### src/rtl/systolic_conv_array_pkg.sv
// rtl/systolic_conv_array_pkg.sv - shared state encoding and sizing helper for the systolic conv array
package systolic_pkg;

  typedef enum logic [1:0] {
    ST_IDLE    = 2'd0,
    ST_COMPUTE = 2'd1,
    ST_OUTPUT  = 2'd2,
    ST_DONE    = 2'd3
  } state_t;

  // Ceiling log2, never below 1 so single-entry ranges still get a real bit.
  function automatic int clog2(input int v);
    int r;
    r = 0;
    while ((1 << r) < v) r++;
    return (r < 1) ? 1 : r;
  endfunction

endpackage

### src/rtl/systolic_conv_array_if.sv
// rtl/systolic_conv_array_if.sv - load, control and result-stream bundle of the systolic conv array
interface systolic_conv_array_if import systolic_pkg::*; #(
  parameter int N     = 4,
  parameter int K     = 3,
  parameter int DW    = 8,
  parameter int OUT_W = 8
);
  localparam int OH  = N - K + 1;
  localparam int AW  = clog2(N * N);
  localparam int OAW = clog2(OH * OH);

  logic             ld_valid;
  logic             ld_sel;
  logic [AW-1:0]    ld_addr;
  logic [DW-1:0]    ld_data;
  logic             start;
  logic             busy;
  logic             out_valid;
  logic             out_ready;
  logic [OAW-1:0]   out_idx;
  logic [OUT_W-1:0] out_data;
  logic             done;

  modport master (
    output ld_valid, ld_sel, ld_addr, ld_data, start, out_ready,
    input  busy, out_valid, out_idx, out_data, done
  );

  modport slave (
    input  ld_valid, ld_sel, ld_addr, ld_data, start, out_ready,
    output busy, out_valid, out_idx, out_data, done
  );

endinterface

### src/rtl/systolic_conv_array_pe.sv
// rtl/systolic_conv_array_pe.sv - output-stationary multiply-accumulate processing element
module conv_pe #(
  parameter int DW    = 8,
  parameter int ACC_W = 20
) (
  input  logic             clk,
  input  logic             rst,
  input  logic             clr,
  input  logic             en,
  input  logic [DW-1:0]    a,
  input  logic [DW-1:0]    w,
  output logic [ACC_W-1:0] acc
);

  logic [2*DW-1:0] prod;
  assign prod = {{DW{1'b0}}, a} * {{DW{1'b0}}, w};

  // clr together with en restarts the sum with the current product.
  always_ff @(posedge clk) begin
    if (rst) begin
      acc <= '0;
    end else if (en) begin
      acc <= (clr ? '0 : acc) + ACC_W'(prod);
    end else if (clr) begin
      acc <= '0;
    end
  end

endmodule

### src/rtl/systolic_conv_array.sv
// rtl/systolic_conv_array.sv - valid 2-D convolution on an output-stationary PE grid with streamed results
module systolic_conv_array import systolic_pkg::*; #(
  parameter int N      = 4,
  parameter int K      = 3,
  parameter int DW     = 8,
  parameter int ACC_W  = 20,
  parameter int OUT_W  = 8,
  parameter int ROTATE = 0,
  parameter int SAT    = 1
) (
  input logic             clk,
  input logic             rst,
  systolic_conv_array_if.slave bus
);

  localparam int OH   = N - K + 1;
  localparam int NOUT = OH * OH;
  localparam int AW   = clog2(N * N);
  localparam int OAW  = clog2(NOUT);
  localparam int KAW  = clog2(K * K);
  localparam int RW   = clog2(K);
  localparam logic [ACC_W-1:0] SAT_MAX = ACC_W'((64'd1 << OUT_W) - 64'd1);

  state_t           state;
  logic [RW-1:0]    r_idx;
  logic [RW-1:0]    c_idx;
  logic [OAW-1:0]   out_idx;
  logic             busy_q;
  logic             out_valid_q;
  logic             done_q;
  logic [DW-1:0]    ifm_mem  [N*N];
  logic [DW-1:0]    kern_mem [K*K];
  logic [ACC_W-1:0] acc      [NOUT];

  logic             last_tap;
  logic             pe_en;
  logic             pe_clr;
  logic [KAW-1:0]   w_addr;
  logic [DW-1:0]    weight;
  logic [ACC_W-1:0] sel_acc;
  logic [OUT_W-1:0] out_data_c;

  assign last_tap = (int'(r_idx) == K - 1) && (int'(c_idx) == K - 1);
  assign pe_en    = (state == ST_COMPUTE);
  assign pe_clr   = pe_en && (r_idx == '0) && (c_idx == '0);

  // The same tap weight is broadcast to every PE; ROTATE walks the kernel back to front.
  always_comb begin
    w_addr = KAW'(int'(r_idx) * K + int'(c_idx));
    if (ROTATE != 0) begin
      w_addr = KAW'((K - 1 - int'(r_idx)) * K + (K - 1 - int'(c_idx)));
    end
  end
  assign weight = kern_mem[w_addr];

  for (genvar gi = 0; gi < OH; gi++) begin : g_row
    for (genvar gj = 0; gj < OH; gj++) begin : g_col
      logic [AW-1:0] a_addr;
      assign a_addr = AW'((gi + int'(r_idx)) * N + gj + int'(c_idx));

      conv_pe #(
        .DW    (DW),
        .ACC_W (ACC_W)
      ) u_pe (
        .clk (clk),
        .rst (rst),
        .clr (pe_clr),
        .en  (pe_en),
        .a   (ifm_mem[a_addr]),
        .w   (weight),
        .acc (acc[gi*OH+gj])
      );
    end
  end

  always_ff @(posedge clk) begin
    if (rst) begin
      state       <= ST_IDLE;
      r_idx       <= '0;
      c_idx       <= '0;
      out_idx     <= '0;
      busy_q      <= 1'b0;
      out_valid_q <= 1'b0;
      done_q      <= 1'b0;
      for (int i = 0; i < N * N; i++) ifm_mem[i] <= '0;
      for (int i = 0; i < K * K; i++) kern_mem[i] <= '0;
    end else begin
      done_q <= 1'b0;
      case (state)
        ST_IDLE: begin
          if (bus.ld_valid) begin
            if (!bus.ld_sel) begin
              if (int'(bus.ld_addr) < N * N) ifm_mem[bus.ld_addr] <= bus.ld_data;
            end else if (int'(bus.ld_addr) < K * K) begin
              kern_mem[bus.ld_addr[KAW-1:0]] <= bus.ld_data;
            end
          end
          if (bus.start) begin
            state  <= ST_COMPUTE;
            busy_q <= 1'b1;
            r_idx  <= '0;
            c_idx  <= '0;
          end
        end
        ST_COMPUTE: begin
          if (last_tap) begin
            state       <= ST_OUTPUT;
            out_valid_q <= 1'b1;
            out_idx     <= '0;
          end else if (int'(c_idx) == K - 1) begin
            c_idx <= '0;
            r_idx <= r_idx + 1'b1;
          end else begin
            c_idx <= c_idx + 1'b1;
          end
        end
        ST_OUTPUT: begin
          if (bus.out_ready) begin
            if (int'(out_idx) == NOUT - 1) begin
              state       <= ST_DONE;
              out_valid_q <= 1'b0;
              busy_q      <= 1'b0;
              done_q      <= 1'b1;
            end else begin
              out_idx <= out_idx + 1'b1;
            end
          end
        end
        ST_DONE: begin
          state   <= ST_IDLE;
          out_idx <= '0;
        end
        default: state <= ST_IDLE;
      endcase
    end
  end

  // Accumulators only become visible while a result is being offered.
  always_comb begin
    sel_acc    = acc[out_idx];
    out_data_c = '0;
    if (out_valid_q) begin
      if (SAT != 0 && sel_acc > SAT_MAX) out_data_c = {OUT_W{1'b1}};
      else                               out_data_c = sel_acc[OUT_W-1:0];
    end
  end

  assign bus.busy      = busy_q;
  assign bus.out_valid = out_valid_q;
  assign bus.out_idx   = out_idx;
  assign bus.out_data  = out_data_c;
  assign bus.done      = done_q;

endmodule

### src/flat_wrapper.sv
// flat-port wrapper written by rule: the top's interface ports become plain ports
module systolic_conv_array_flat import systolic_pkg::*;
#(
  parameter int N      = 4,
  parameter int K      = 3,
  parameter int DW     = 8,
  parameter int ACC_W  = 20,
  parameter int OUT_W  = 8,
  parameter int ROTATE = 0,
  parameter int SAT    = 1
)
  (clk, rst, bus_ld_valid, bus_ld_sel, bus_ld_addr, bus_ld_data, bus_start, bus_out_ready, bus_busy, bus_out_valid, bus_out_idx, bus_out_data, bus_done);
  systolic_conv_array_if #(.N(N), .K(K), .DW(DW), .OUT_W(OUT_W)) bus_i ();
  input logic clk;
  input logic rst;
  input wire logic [$bits(bus_i.ld_valid)-1:0] bus_ld_valid;
  input wire logic [$bits(bus_i.ld_sel)-1:0] bus_ld_sel;
  input wire logic [$bits(bus_i.ld_addr)-1:0] bus_ld_addr;
  input wire logic [$bits(bus_i.ld_data)-1:0] bus_ld_data;
  input wire logic [$bits(bus_i.start)-1:0] bus_start;
  input wire logic [$bits(bus_i.out_ready)-1:0] bus_out_ready;
  output wire logic [$bits(bus_i.busy)-1:0] bus_busy;
  output wire logic [$bits(bus_i.out_valid)-1:0] bus_out_valid;
  output wire logic [$bits(bus_i.out_idx)-1:0] bus_out_idx;
  output wire logic [$bits(bus_i.out_data)-1:0] bus_out_data;
  output wire logic [$bits(bus_i.done)-1:0] bus_done;
  assign bus_i.ld_valid = bus_ld_valid;
  assign bus_i.ld_sel = bus_ld_sel;
  assign bus_i.ld_addr = bus_ld_addr;
  assign bus_i.ld_data = bus_ld_data;
  assign bus_i.start = bus_start;
  assign bus_i.out_ready = bus_out_ready;
  assign bus_busy = bus_i.busy;
  assign bus_out_valid = bus_i.out_valid;
  assign bus_out_idx = bus_i.out_idx;
  assign bus_out_data = bus_i.out_data;
  assign bus_done = bus_i.done;
  systolic_conv_array #(.N(N), .K(K), .DW(DW), .ACC_W(ACC_W), .OUT_W(OUT_W), .ROTATE(ROTATE), .SAT(SAT)) u_core (.clk(clk), .rst(rst), .bus(bus_i));
endmodule
### config.mk
export PLATFORM = sky130hd
export DESIGN_NAME = systolic_conv_array_flat
export DESIGN_NICKNAME = d
export VERILOG_FILES = /design/src/rtl/systolic_conv_array_pkg.sv /design/src/rtl/systolic_conv_array_if.sv /design/src/rtl/systolic_conv_array_pe.sv /design/src/rtl/systolic_conv_array.sv /design/src/flat_wrapper.sv
export SDC_FILE = /design/constraint.sdc
export NUM_CORES = 1
export LEC_CHECK = 0
export BUFFER_PORTS_ARGS = -buffer_cell sky130_fd_sc_hd__buf_2
export CORE_MARGIN = 2
export CORE_UTILIZATION = 57
export CTS_CLUSTER_SIZE = 20
export DETAILED_ROUTE_END_ITERATION = 8
export GPL_TIMING_DRIVEN = 0
export PLACE_DENSITY = 0.8
export REMOVE_ABC_BUFFERS = 1
export SYNTH_ARGS = -nofsm -noshare
export SYNTH_HDL_FRONTEND = slang
export SYNTH_SLANG_ARGS = --single-unit
### constraint.sdc
create_clock -name clk -period 8.3 [get_ports clk]
set_input_delay 0.415 -clock clk [delete_from_list [all_inputs] [get_ports clk]]
set_output_delay 0.415 -clock clk [all_outputs]
set_load 0.005 [all_outputs]
==> summary.txt <==
Finish
  – Register area: between 0.009 and 0.01 sq mm
  – # fillers: 3,659
  – Net count, final: 3,096
  – Layout cells sized above 1: 0.109
  – Cell area after layout: 0.0302 sq mm
  – Area growth from synthesis to layout: 8.52%
  – Area of the multi-input gates: approximately 0.017 sq mm
  – Final Non-Filler Cells: approximately 3,300

Placement
  – Placed insts: 3,258
  – Port Buffer Count: 30
  – Post-detail-place hpwl: 49,400 um
  – GPL Wtd Cong: roughly 0.92
  – Placed Area: about 0.029 sq mm

Worst setup path
  – CP endpoint kind: flop
  – Crit-path max cell delay: roughly 0.66 ns
  – CP max-delay cell: fa_1
  – Critical path arrival: roughly 8.5 ns
  – Worst path bufs/invs: 8
  – Crit-path max FO: 29
  – Crit path max-delay family: adder cells
  – Worst EP required: a little under 9 ns
  – Startpoint Class: flop
  – Crit path kind: flop to flop

Synth
  – Synth cell types: between 70 and 80
  – Most numerous cell in the Yosys netlist: inv_1
  – Synth top cells by count: inv_1 (362), nor2_1 (286), edfxtp_1 (256)
  – FF+latch count, synth: about 350
  – EDFF count, synth: 256
  – Synth area leader: edfxtp_1
  – Asr flop ratio synth: 0
  – Synth area leaders: edfxtp_1 (28%), fa_1 (15%), ha_1 (7.9%)
  – Syn Area/Cell: approximately 10 sq um
  – Post-synth top flop: edfxtp_1
  – Part of the Yosys area used for sequential elements: 0.342
  – Post-Syn Area: between 0.02 and 0.03 sq mm
  – Yosys top cell area share: 0.276
  – Synth warn: 0
  – Synth Instances: between 2,000 and 3,000

STA
  – Hold_ws: 0.185 ns
  – Fin crit share: 0.960
  – Count of pins over their slew limit: 0
  – Final setup vio count: 0
  – Slew @ Worst Pin: between 1 and 1.5 ns
  – Final Hold Vio Count: 0
  – Min cycle time layout: between 7 and 8 ns
  – Maximum clock frequency: about 130 MHz
  – RSZ-0062 raised after global routing: false
  – Clk_skew: roughly 0.039 ns
  – Worst rel slew slack: 0.149

Clock tree
  – H-tree depth: 2
  – CTS tree: yes
  – Max Buffers Root-to-Sink: 3
  – Clock insertion delay at the later pin of the skew report: approximately 0.60 ns
  – CTS clk-pin slew, worst paths: roughly 0.060 ns
  – Hold buffers post-CTS: 0
  – Clk root buf: clkbuf_16
  – Clock sink total: 347
  – Num CTS Buffers: 40

Global route
  – Vias in the first global route: 20,872
  – Initial antenna violation count: 3
  – Congestion Overflow GR: 0
  – Gr usage total: 0.292
  – Pin count of the biggest net entering global routing: 80
  – Global-route wire length before repair: ~110,000 um

Die
  – Die height: approximately 220 um
  – Cell Rows: 80
  – Die X: roughly 220 um
  – Die area: roughly 0.05 sq mm
  – IO Count: 31
  – Starting Density: 0.580
  – Core Area: approximately 0.048 sq mm

Run status
  – Status: finished clean

Routing
  – Detailed-route DRC error count: 0
  – Via density: 6.04
  – Vias: about 20,000
  – Final wirelength: between 70,000 and 80,000 um
  – First-pass iteration count of the detailed router: 7
  – DRT iter0 DRCs: just over 2,000
  – Routed Antenna Nets: 0
  – Mean routed wirelength per cell: 21.5 um

Job
  – Max-cap violations: 0

Min path
  – Hold Crit Class: input port to flop

Power and ir drop
  – Max IR drop VDD: ~0.20 mV
  – Leak: approximately 13 nW
  – PD cells: about 300 mW/mm^2
==> placed cells by master (no fill, tap or decap), types with 10 or more instances in the layout <==
cell type and n:
nor3_1 16, dfxtp_1 87, xnor2_1 29, nand3_1 46
fa_1 201, nor2_1 286, a21oi_1 65, mux4_2 93
buf_4 12, o21ai_1 19, nor2b_1 24, and2_1 240
nor4_1 10, o21ai_0 37, inv_1 362, a211oi_1 18
or2_2 51, ha_1 172, conb_1 56, xor2_1 15
edfxtp_1 256, clkbuf_16 40, nand4_1 10, mux4_1 22
nand2_1 240, mux2i_1 58, buf_2 29, nand2b_1 29
o21a_1 22, a21o_1 20
==> final timing paths <==
kind	end	cells after the start	start	slack, ns
setup / recovery	u_core.g_row[0].g_col[1].u_pe.acc[18]$_SDFF_PP0_	26	u_core.r_idx[0]$_SDFFE_PP0P_	0.33
hold / removal	u_core.bus.done$_SDFF_PP0_	3	bus_out_ready	0.18
setup reg to reg	u_core.g_row[0].g_col[1].u_pe.acc[18]$_SDFF_PP0_	26	u_core.r_idx[0]$_SDFFE_PP0P_	0.33
hold reg to reg	u_core.g_row[1].g_col[0].u_pe.acc[16]$_SDFF_PP0_	2	u_core.g_row[1].g_col[0].u_pe.acc[16]$_SDFF_PP0_	0.48
==> worst register-to-register path, cell delays in order (launching register included) <==
cell,delay [ns]
dfxtp_4,0.63
clkinv_4,0.34
fa_1,0.67
inv_1,0.10
ha_4,0.47
buf_8,0.24
mux4_1,0.31
mux2_2,0.31
o21ai_4,0.15
buf_12,0.21
inv_1,0.28
nand2_1,0.16
fa_1,0.45
fa_1,0.56
inv_1,0.06
fa_1,0.48
inv_1,0.05
fa_1,0.47
inv_1,0.04
ha_1,0.33
nand4_1,0.12
nand3_1,0.07
or2_2,0.34
a221o_1,0.38
a221oi_1,0.39
nand4b_1,0.17
o211ai_1,0.13
==> power by group <==
group	internal [mW]	leakage, nW	switching (mW)
Combinational	2.06	9.38	3.08
Clock	0.978	0.633	0.761
Sequential	2.03	3.36	0.153
==> flip-flops by register name, indices dropped and copies added, names as in the netlist <==
| name | count |
|---|---|
| u_core.bus.out_idx | 2 |
| u_core.state | 2 |
| u_core.bus.busy | 1 |
| u_core.bus.out_valid | 1 |
| u_core.r_idx | 2 |
| u_core.kern_mem | 128 |
| u_core.ifm_mem | 128 |
| u_core.g_row.g_col.u_pe.acc | 80 |
| u_core.bus.done | 1 |
| u_core.c_idx | 2 |
==> stage by stage <==
| stage | utilization | setup TNS (ns) | setup WS (ns) | power [mW] |
|---|---|---|---|---|
| detailed placement | 0.599 | -95.65 | -2.40 | 7.22 |
| finish | 0.630 | 0 | 0.332 | 9.07 |
| CTS | 0.628 | 0 | 0.0164 | 9.02 |
| global placement | 0.592 | -283.59 | -4.72 | 6.97 |
| floorplan | - | -54.38 | -1.48 | 5.97 |
| global route | 0.630 | 0 | 0.0755 | 9.80 |
==> layout make-up <==
| type | instances | area share |
|---|---|---|
| Inverter | 366 | 0.0457 |
| Clock inverter | 25 | 0.00816 |
| Timing Repair Buffer | 52 | 0.0159 |
| Sequential cell | 347 | 0.315 |
| Multi-Input combinational cell | 1893 | 0.555 |
| Clock buffer | 47 | 0.0347 |
| Tap cell | 615 | 0.0255 |
| Antenna cell | 1 | 0.0000829 |
==> cell families after synthesis <==
family	share of synthesized area
multiplexers	0.119
buffers and inverters	0.0700
other	0.000135
XOR/XNOR	0.0156
adder cells (fa/ha/maj)	0.224
flip-flops	0.342
AND/OR/NAND/NOR	0.173
AO/OA/AOI/OAI	0.0563
==> routing by layer <==
| metal | global-route usage | wire length, um | share of wire |
|---|---|---|---|
| met5 | 0 | 24 | 0.00033 |
| met4 | 0.146 | 3760 | 0.052 |
| met3 | 0.0604 | 6510 | 0.090 |
| met2 | 0.485 | 34600 | 0.48 |
| met1 | 0.365 | 27100 | 0.38 |
==> repair_timing <==
action | 4_1_cts | 5_1_grt
cloned | 3 | 0
gates resized for setup | 8 | 3
pin swaps | 2 | 1
buffers inserted | 3 | 9
setup endpoints to repair | 67 | 9
Power figures use the tool's default switching activity.
